File: src/rtl/instr_fetch_buffer_if.sv
// Fetch-buffer bus: CPU fetch handshake plus the memory instruction-port burst signals.
// The buffer uses the slave modport; the fetch stage and the memory responder drive the master side.
interface instr_fetch_buffer_if #(
  parameter int W = 32
);
  logic          cpu_req;
  logic [31:0]   cpu_adr;
  logic          cpu_rdy;
  logic          cpu_val;
  logic [W-1:0]  cpu_data;
  logic          flush;
  logic          instrreq;
  logic [31:0]   instradr;
  logic          instrval;
  logic [W-1:0]  instr;

  modport slave (
    input  cpu_req, cpu_adr, flush, instrval, instr,
    output cpu_rdy, cpu_val, cpu_data, instrreq, instradr
  );

  modport master (
    output cpu_req, cpu_adr, flush, instrval, instr,
    input  cpu_rdy, cpu_val, cpu_data, instrreq, instradr
  );
endinterface

File: src/rtl/instr_fetch_buffer.sv
// Single-line (8-word) instruction fetch buffer; misses refill the line with an 8-beat burst.
// Optional EARLY_RESTART_EN: answer the miss as soon as the wanted beat arrives.
module instr_fetch_buffer #(
  parameter int BEATS = 8,
  parameter int W     = 32
) (
  input  logic                 clk,
  input  logic                 reset,
  instr_fetch_buffer_if.slave  bus
);
  typedef enum logic {IDLE, FILL} state_t;

  state_t        r_state;
  state_t        w_state_next;
  logic [W-1:0]  r_line [BEATS];
  logic [26:0]   r_tag;
  logic          r_valid;
  logic [2:0]    r_beat;
  logic          r_flush_pend;
  logic [2:0]    r_want;
  logic          r_cpu_val;
  logic [W-1:0]  r_cpu_data;
  logic          r_instrreq;
  logic [31:0]   r_instradr;

  logic          w_accept;
  logic          w_hit;
  logic          w_cap;
  logic          w_last;
  logic          w_unused;

  assign w_accept = bus.cpu_req && (r_state == IDLE);
  assign w_hit    = r_valid && (r_tag == bus.cpu_adr[31:5]);
  assign w_cap    = (r_state == FILL) && bus.instrval;
  assign w_last   = w_cap && (r_beat == 3'(BEATS - 1));
  assign w_unused = ^bus.cpu_adr[1:0];

  assign bus.cpu_rdy  = (r_state == IDLE);
  assign bus.cpu_val  = r_cpu_val;
  assign bus.cpu_data = r_cpu_data;
  assign bus.instrreq = r_instrreq;
  assign bus.instradr = r_instradr;

  always_ff @(posedge clk or negedge reset) begin
    if (!reset) begin
      r_state <= IDLE;
    end else begin
      r_state <= w_state_next;
    end
  end

  always_comb begin
    w_state_next = r_state;
    if (r_state == IDLE) begin
      if (w_accept && !w_hit) begin
        w_state_next = FILL;
      end
    end else begin
      if (w_last) begin
        w_state_next = IDLE;
      end
    end
  end

  // Line storage is write-only during FILL; beats arriving in IDLE never land here.
  always_ff @(posedge clk) begin
    if (w_cap) begin
      r_line[r_beat] <= bus.instr;
    end
  end

  always_ff @(posedge clk or negedge reset) begin
    if (!reset) begin
      r_tag        <= '0;
      r_valid      <= 1'b0;
      r_beat       <= '0;
      r_flush_pend <= 1'b0;
      r_want       <= '0;
      r_cpu_val    <= 1'b0;
      r_cpu_data   <= '0;
      r_instrreq   <= 1'b0;
      r_instradr   <= '0;
    end else if (r_state == IDLE) begin
      r_cpu_val <= 1'b0;
      // Lookup uses the pre-flush valid; flush then clears it on the same edge.
      if (bus.flush) begin
        r_valid <= 1'b0;
      end
      if (w_accept) begin
        if (w_hit) begin
          r_cpu_val  <= 1'b1;
          r_cpu_data <= r_line[bus.cpu_adr[4:2]];
        end else begin
          r_instrreq <= 1'b1;
          r_instradr <= {bus.cpu_adr[31:5], 5'b0};
          r_tag      <= bus.cpu_adr[31:5];
          r_want     <= bus.cpu_adr[4:2];
          r_valid    <= 1'b0;
          r_beat     <= '0;
        end
      end
    end else begin
      r_cpu_val <= 1'b0;
      // The burst always runs to completion so the responder's counter stays in step.
      if (bus.flush) begin
        r_flush_pend <= 1'b1;
      end
      if (w_cap) begin
        r_beat <= r_beat + 3'd1;
`ifdef EARLY_RESTART_EN
        if (r_beat == r_want) begin
          r_cpu_val  <= 1'b1;
          r_cpu_data <= bus.instr;
        end
`endif
        if (w_last) begin
          r_instrreq   <= 1'b0;
          r_valid      <= !r_flush_pend && !bus.flush;
          r_flush_pend <= 1'b0;
`ifndef EARLY_RESTART_EN
          r_cpu_val  <= 1'b1;
          r_cpu_data <= (r_want == 3'(BEATS - 1)) ? bus.instr : r_line[r_want];
`endif
        end
      end
    end
  end
endmodule

File: src/flat_wrapper.sv
// flat-port wrapper written by rule: the top's interface ports become plain ports
module instr_fetch_buffer_flat 
#(
  parameter int BEATS = 8,
  parameter int W     = 32
)
  (clk, reset, bus_cpu_req, bus_cpu_adr, bus_flush, bus_instrval, bus_instr, bus_cpu_rdy, bus_cpu_val, bus_cpu_data, bus_instrreq, bus_instradr);
  instr_fetch_buffer_if #(.W(W)) bus_i ();
  input  logic clk;
  input  logic reset;
  input wire logic [$bits(bus_i.cpu_req)-1:0] bus_cpu_req;
  input wire logic [$bits(bus_i.cpu_adr)-1:0] bus_cpu_adr;
  input wire logic [$bits(bus_i.flush)-1:0] bus_flush;
  input wire logic [$bits(bus_i.instrval)-1:0] bus_instrval;
  input wire logic [$bits(bus_i.instr)-1:0] bus_instr;
  output wire logic [$bits(bus_i.cpu_rdy)-1:0] bus_cpu_rdy;
  output wire logic [$bits(bus_i.cpu_val)-1:0] bus_cpu_val;
  output wire logic [$bits(bus_i.cpu_data)-1:0] bus_cpu_data;
  output wire logic [$bits(bus_i.instrreq)-1:0] bus_instrreq;
  output wire logic [$bits(bus_i.instradr)-1:0] bus_instradr;
  assign bus_i.cpu_req = bus_cpu_req;
  assign bus_i.cpu_adr = bus_cpu_adr;
  assign bus_i.flush = bus_flush;
  assign bus_i.instrval = bus_instrval;
  assign bus_i.instr = bus_instr;
  assign bus_cpu_rdy = bus_i.cpu_rdy;
  assign bus_cpu_val = bus_i.cpu_val;
  assign bus_cpu_data = bus_i.cpu_data;
  assign bus_instrreq = bus_i.instrreq;
  assign bus_instradr = bus_i.instradr;
  instr_fetch_buffer #(.BEATS(BEATS), .W(W)) u_core (.clk(clk), .reset(reset), .bus(bus_i));
endmodule
File: config.mk
export PLATFORM = sky130hd
export DESIGN_NAME = instr_fetch_buffer_flat
export DESIGN_NICKNAME = d
export VERILOG_FILES = /design/src/rtl/instr_fetch_buffer_if.sv /design/src/rtl/instr_fetch_buffer.sv /design/src/flat_wrapper.sv
export SDC_FILE = /design/constraint.sdc
export NUM_CORES = 1
export LEC_CHECK = 0
export CAP_MARGIN = 25
export CORE_MARGIN = 3
export CORE_UTILIZATION = 58
export CTS_CLUSTER_DIAMETER = 60
export CTS_CLUSTER_SIZE = 16
export DETAILED_ROUTE_END_ITERATION = 10
export GPL_TIMING_DRIVEN = 1
export PLACE_DENSITY = 0.8
export RECOVER_POWER = 50
export REMOVE_ABC_BUFFERS = 1
export SKIP_CTS_REPAIR_TIMING = 1
export SLEW_MARGIN = 10
export SYNTH_ARGS = -nofsm -noshare
export SYNTH_HDL_FRONTEND = slang
export SYNTH_SLANG_ARGS = --single-unit
File: constraint.sdc
create_clock -name clk -period 4.5 [get_ports clk]
set_input_delay 1.35 -clock clk [delete_from_list [all_inputs] [get_ports clk]]
set_output_delay 1.35 -clock clk [all_outputs]
set_load 0.02 [all_outputs]
==> out/metrics.csv <==
metric,value,unit
rrSetupSlack,1.56,ns
grt_setup_unrepaired,false,
htreeDepth,1,
cts-root-buf,clkbuf_16,
synth_area_leaders,"edfxtp_1 (52%), mux4_2 (19%), dfrtp_1 (12%)",
core,25200,um2
ys_seq_area_frac,0.634,
status,"complete, but fails checks",
grt_max_degree,71,
tightest_slew,1.62,ns
synthArstFlopShare,0.215,
r2r-start,u_core.r_state,
hold_depth,1,
synth_edf_count,256,
hpwl,18500,um
fp-row-count,58,
wire_per_inst,25.8,um
violations,"max-capacitance violations, max-slew violations",
synth_cells,784,
synth_top_area_cell,edfxtp_1,
tns,0,ns
syn_area,14900,um2
critPathKind,in -> reg,
nNetsFinal,974,
drtIter0Drc,678,
required,4.74,ns
cap_violations,2,
worstSetupEndpointType,register,
slew_viol_final,24,
gp_congestion,0.808,
ys_ff_latch,326,
antenna_left,0,
ys.flop_type,edfxtp_1,
finalSetupViolCount,0,
reg2reg_depth,3,
fin_skew,0.0185,ns
clkTransAtPathRegs,0.07,ns
fin_crit,3.65,ns
fin_hold_ws,0.484,ns
io_pins,136,
cp_slowest_cell,nor2_1,
worst_path_largest_cell_delay,1.26,ns
fp.dieH,166,um
fin_util,0.688,
grt_pass1_wl,51000,um
synthesis.area_per_instance,19.0,um2
slew-limit-headroom,-0.0870,
finalHoldViolations,0,
synthToLayoutAreaGrowth,16.4,%
insertion_delay,0.55,ns
fp.dieArea,27600,um2
fillCellCount,1574,
crit_chain,dlygate4sd3_1 -> nand2_1 -> nor2_1 -> buf_12,
drive_gt1_frac,0.284,
hold_end,u_core.bus.instrreq,
clkSinkCount,326,
worstHoldPathType,reg -> reg,
grt-ovfl-total,0,
synth_top_area_share,0.516,
arrival,3.89,ns
crit_path_start_kind,input pin,
portBuffers,128,
powerDensity,575,nW/um2
drc,0,
cts_tree,built,
multiInputGateArea,5180,um2
post_drt_via_cell_ratio,6.45,
firstDrtPassIters,5,
die_w,166,um
ys_types,38,
area.sequential,9450,um2
worstHoldStart,u_core.bus.instrreq,
r2r-end,u_core.r_line[7][27],
max_freq,274,MHz
p_leak,5.90,nW
grt_pass1_vias,8870,
synth.top_cells.by_count,"edfxtp_1 (256), mux4_2 (128), dfrtp_1 (70)",
peakVddDrop,0.000373,V
fin_ws,0.850,ns
track_usage,0.237,
yosys_warnings,0,
synth.most_common_cell,edfxtp_1,
antenna_found_initial,6,
finalCritPeriodShare,0.811,
postRouteWirelength,32400,um
start_util,0.591,
cts_buffers,26,
critPathMaxFanout,21,
clockBufferDepth,3,
vias,8099,
post-place-ws,0.554,ns
[worst max-delay path by stage]
| stage | startpoint | endpoint | slack, ns | cells after the start |
|---|---|---|---|---|
| after floorplan | u_core.r_state | u_core.r_line[1][0] | 0.16 | 2 |
| after global placement | bus_cpu_adr[28] | u_core.bus.cpu_data[7] | 0.55 | 8 |
| final | bus_instrval | u_core.r_line[6][25] | 0.85 | 4 |
| after detailed placement | bus_cpu_adr[24] | u_core.bus.cpu_data[11] | 0.55 | 8 |
| after global routing | bus_instrval | u_core.r_line[6][12] | 0.67 | 4 |
| after CTS | u_core.r_state | bus_cpu_rdy | 1.00 | 2 |
[cell type report]
cell class,instances,area share
inverter,2,0.000433
timing repair buffer,147,0.0864
antenna,4,0.000577
clock inverter,9,0.00390
multi-input combinational,400,0.299
tap,330,0.0238
sequential,326,0.545
clock buffer,37,0.0411
[registers in the layout, indices dropped and copies added (netlist names)]
signal / count
u_core.bus.cpu_val: 1
u_core.r_state: 1
u_core.r_valid: 1
u_core.r_tag: 27
u_core.r_want: 3
u_core.r_line: 256
u_core.r_beat: 3
u_core.bus.instrreq: 1
u_core.bus.cpu_data: 32
u_core.r_flush_pend: 1
[logic make-up after synthesis]
family / synth area share
AO/OA/AOI/OAI: 0.0324
XOR/XNOR: 0.0153
adder cells (fa/ha/maj): 0.00168
buffers and inverters: 0.0219
flip-flops: 0.634
multiplexers: 0.268
other: 0.000252
AND/OR/NAND/NOR: 0.0264
[metal layers]
| metal | wire length [um] | track usage | vias up |
|---|---|---|---|
| met1 | 12900 | 0.315 | 4242 |
| met2 | 16500 | 0.405 | 332 |
| met5 | 21 | 0 | - |
| met3 | 2190 | 0.0440 | 65 |
| met4 | 810 | 0.0728 | 4 |
| li1 | - | - | 3456 |
[through the flow]
step	power [W]	cells	area, um2
after CTS	0.0101	1250	17300
after global placement	0.00776	1203	16500
after detailed placement	0.00791	1204	16600
after global routing	0.0104	1255	17300
final	0.00996	1255	17300
after floorplan	0.00659	728	14600
[where the power goes]
group / switching, W / leakage [nW] / internal (W)
Clock: 0.00102 / 0.380 / 0.00111
Combinational: 0.00160 / 2.34 / 0.00185
Sequential: 0.000520 / 3.18 / 0.00385
[cell usage in the layout (no fill, tap or decap), drive strengths merged]
| cell | instances |
|---|---|
| dfrtp | 70 |
| nor4 | 5 |
| o22ai | 1 |
| nor2 | 7 |
| a21o | 2 |
| inv | 3 |
| buf | 19 |
| mux2i | 32 |
| dlygate4sd3 | 33 |
| a31oi | 1 |
| nor3 | 3 |
| clkdlybuf4s50 | 91 |
| o21ai | 4 |
| edfxtp | 256 |
| ha | 2 |
| conb | 5 |
| a211oi | 32 |
| nand3b | 1 |
| or2 | 1 |
| or4 | 1 |
| or3 | 1 |
| mux4 | 128 |
| nand2b | 1 |
| nor2b | 33 |
| nand3 | 5 |
| clkbuf | 41 |
| nand2 | 10 |
| mux2 | 62 |
| o2111ai | 1 |
| clkinv | 7 |
| xnor2 | 5 |
| xor2 | 21 |
| nand4 | 1 |
| a21oi | 35 |
| diode | 4 |
| clkinvlp | 1 |
[critical path, delay by kind of cell]
family | cells | cell delay, ns
buf+inv | 2 | 1.01
simple gates | 2 | 1.49
Note: power is estimated with default switching activity, not from simulation.
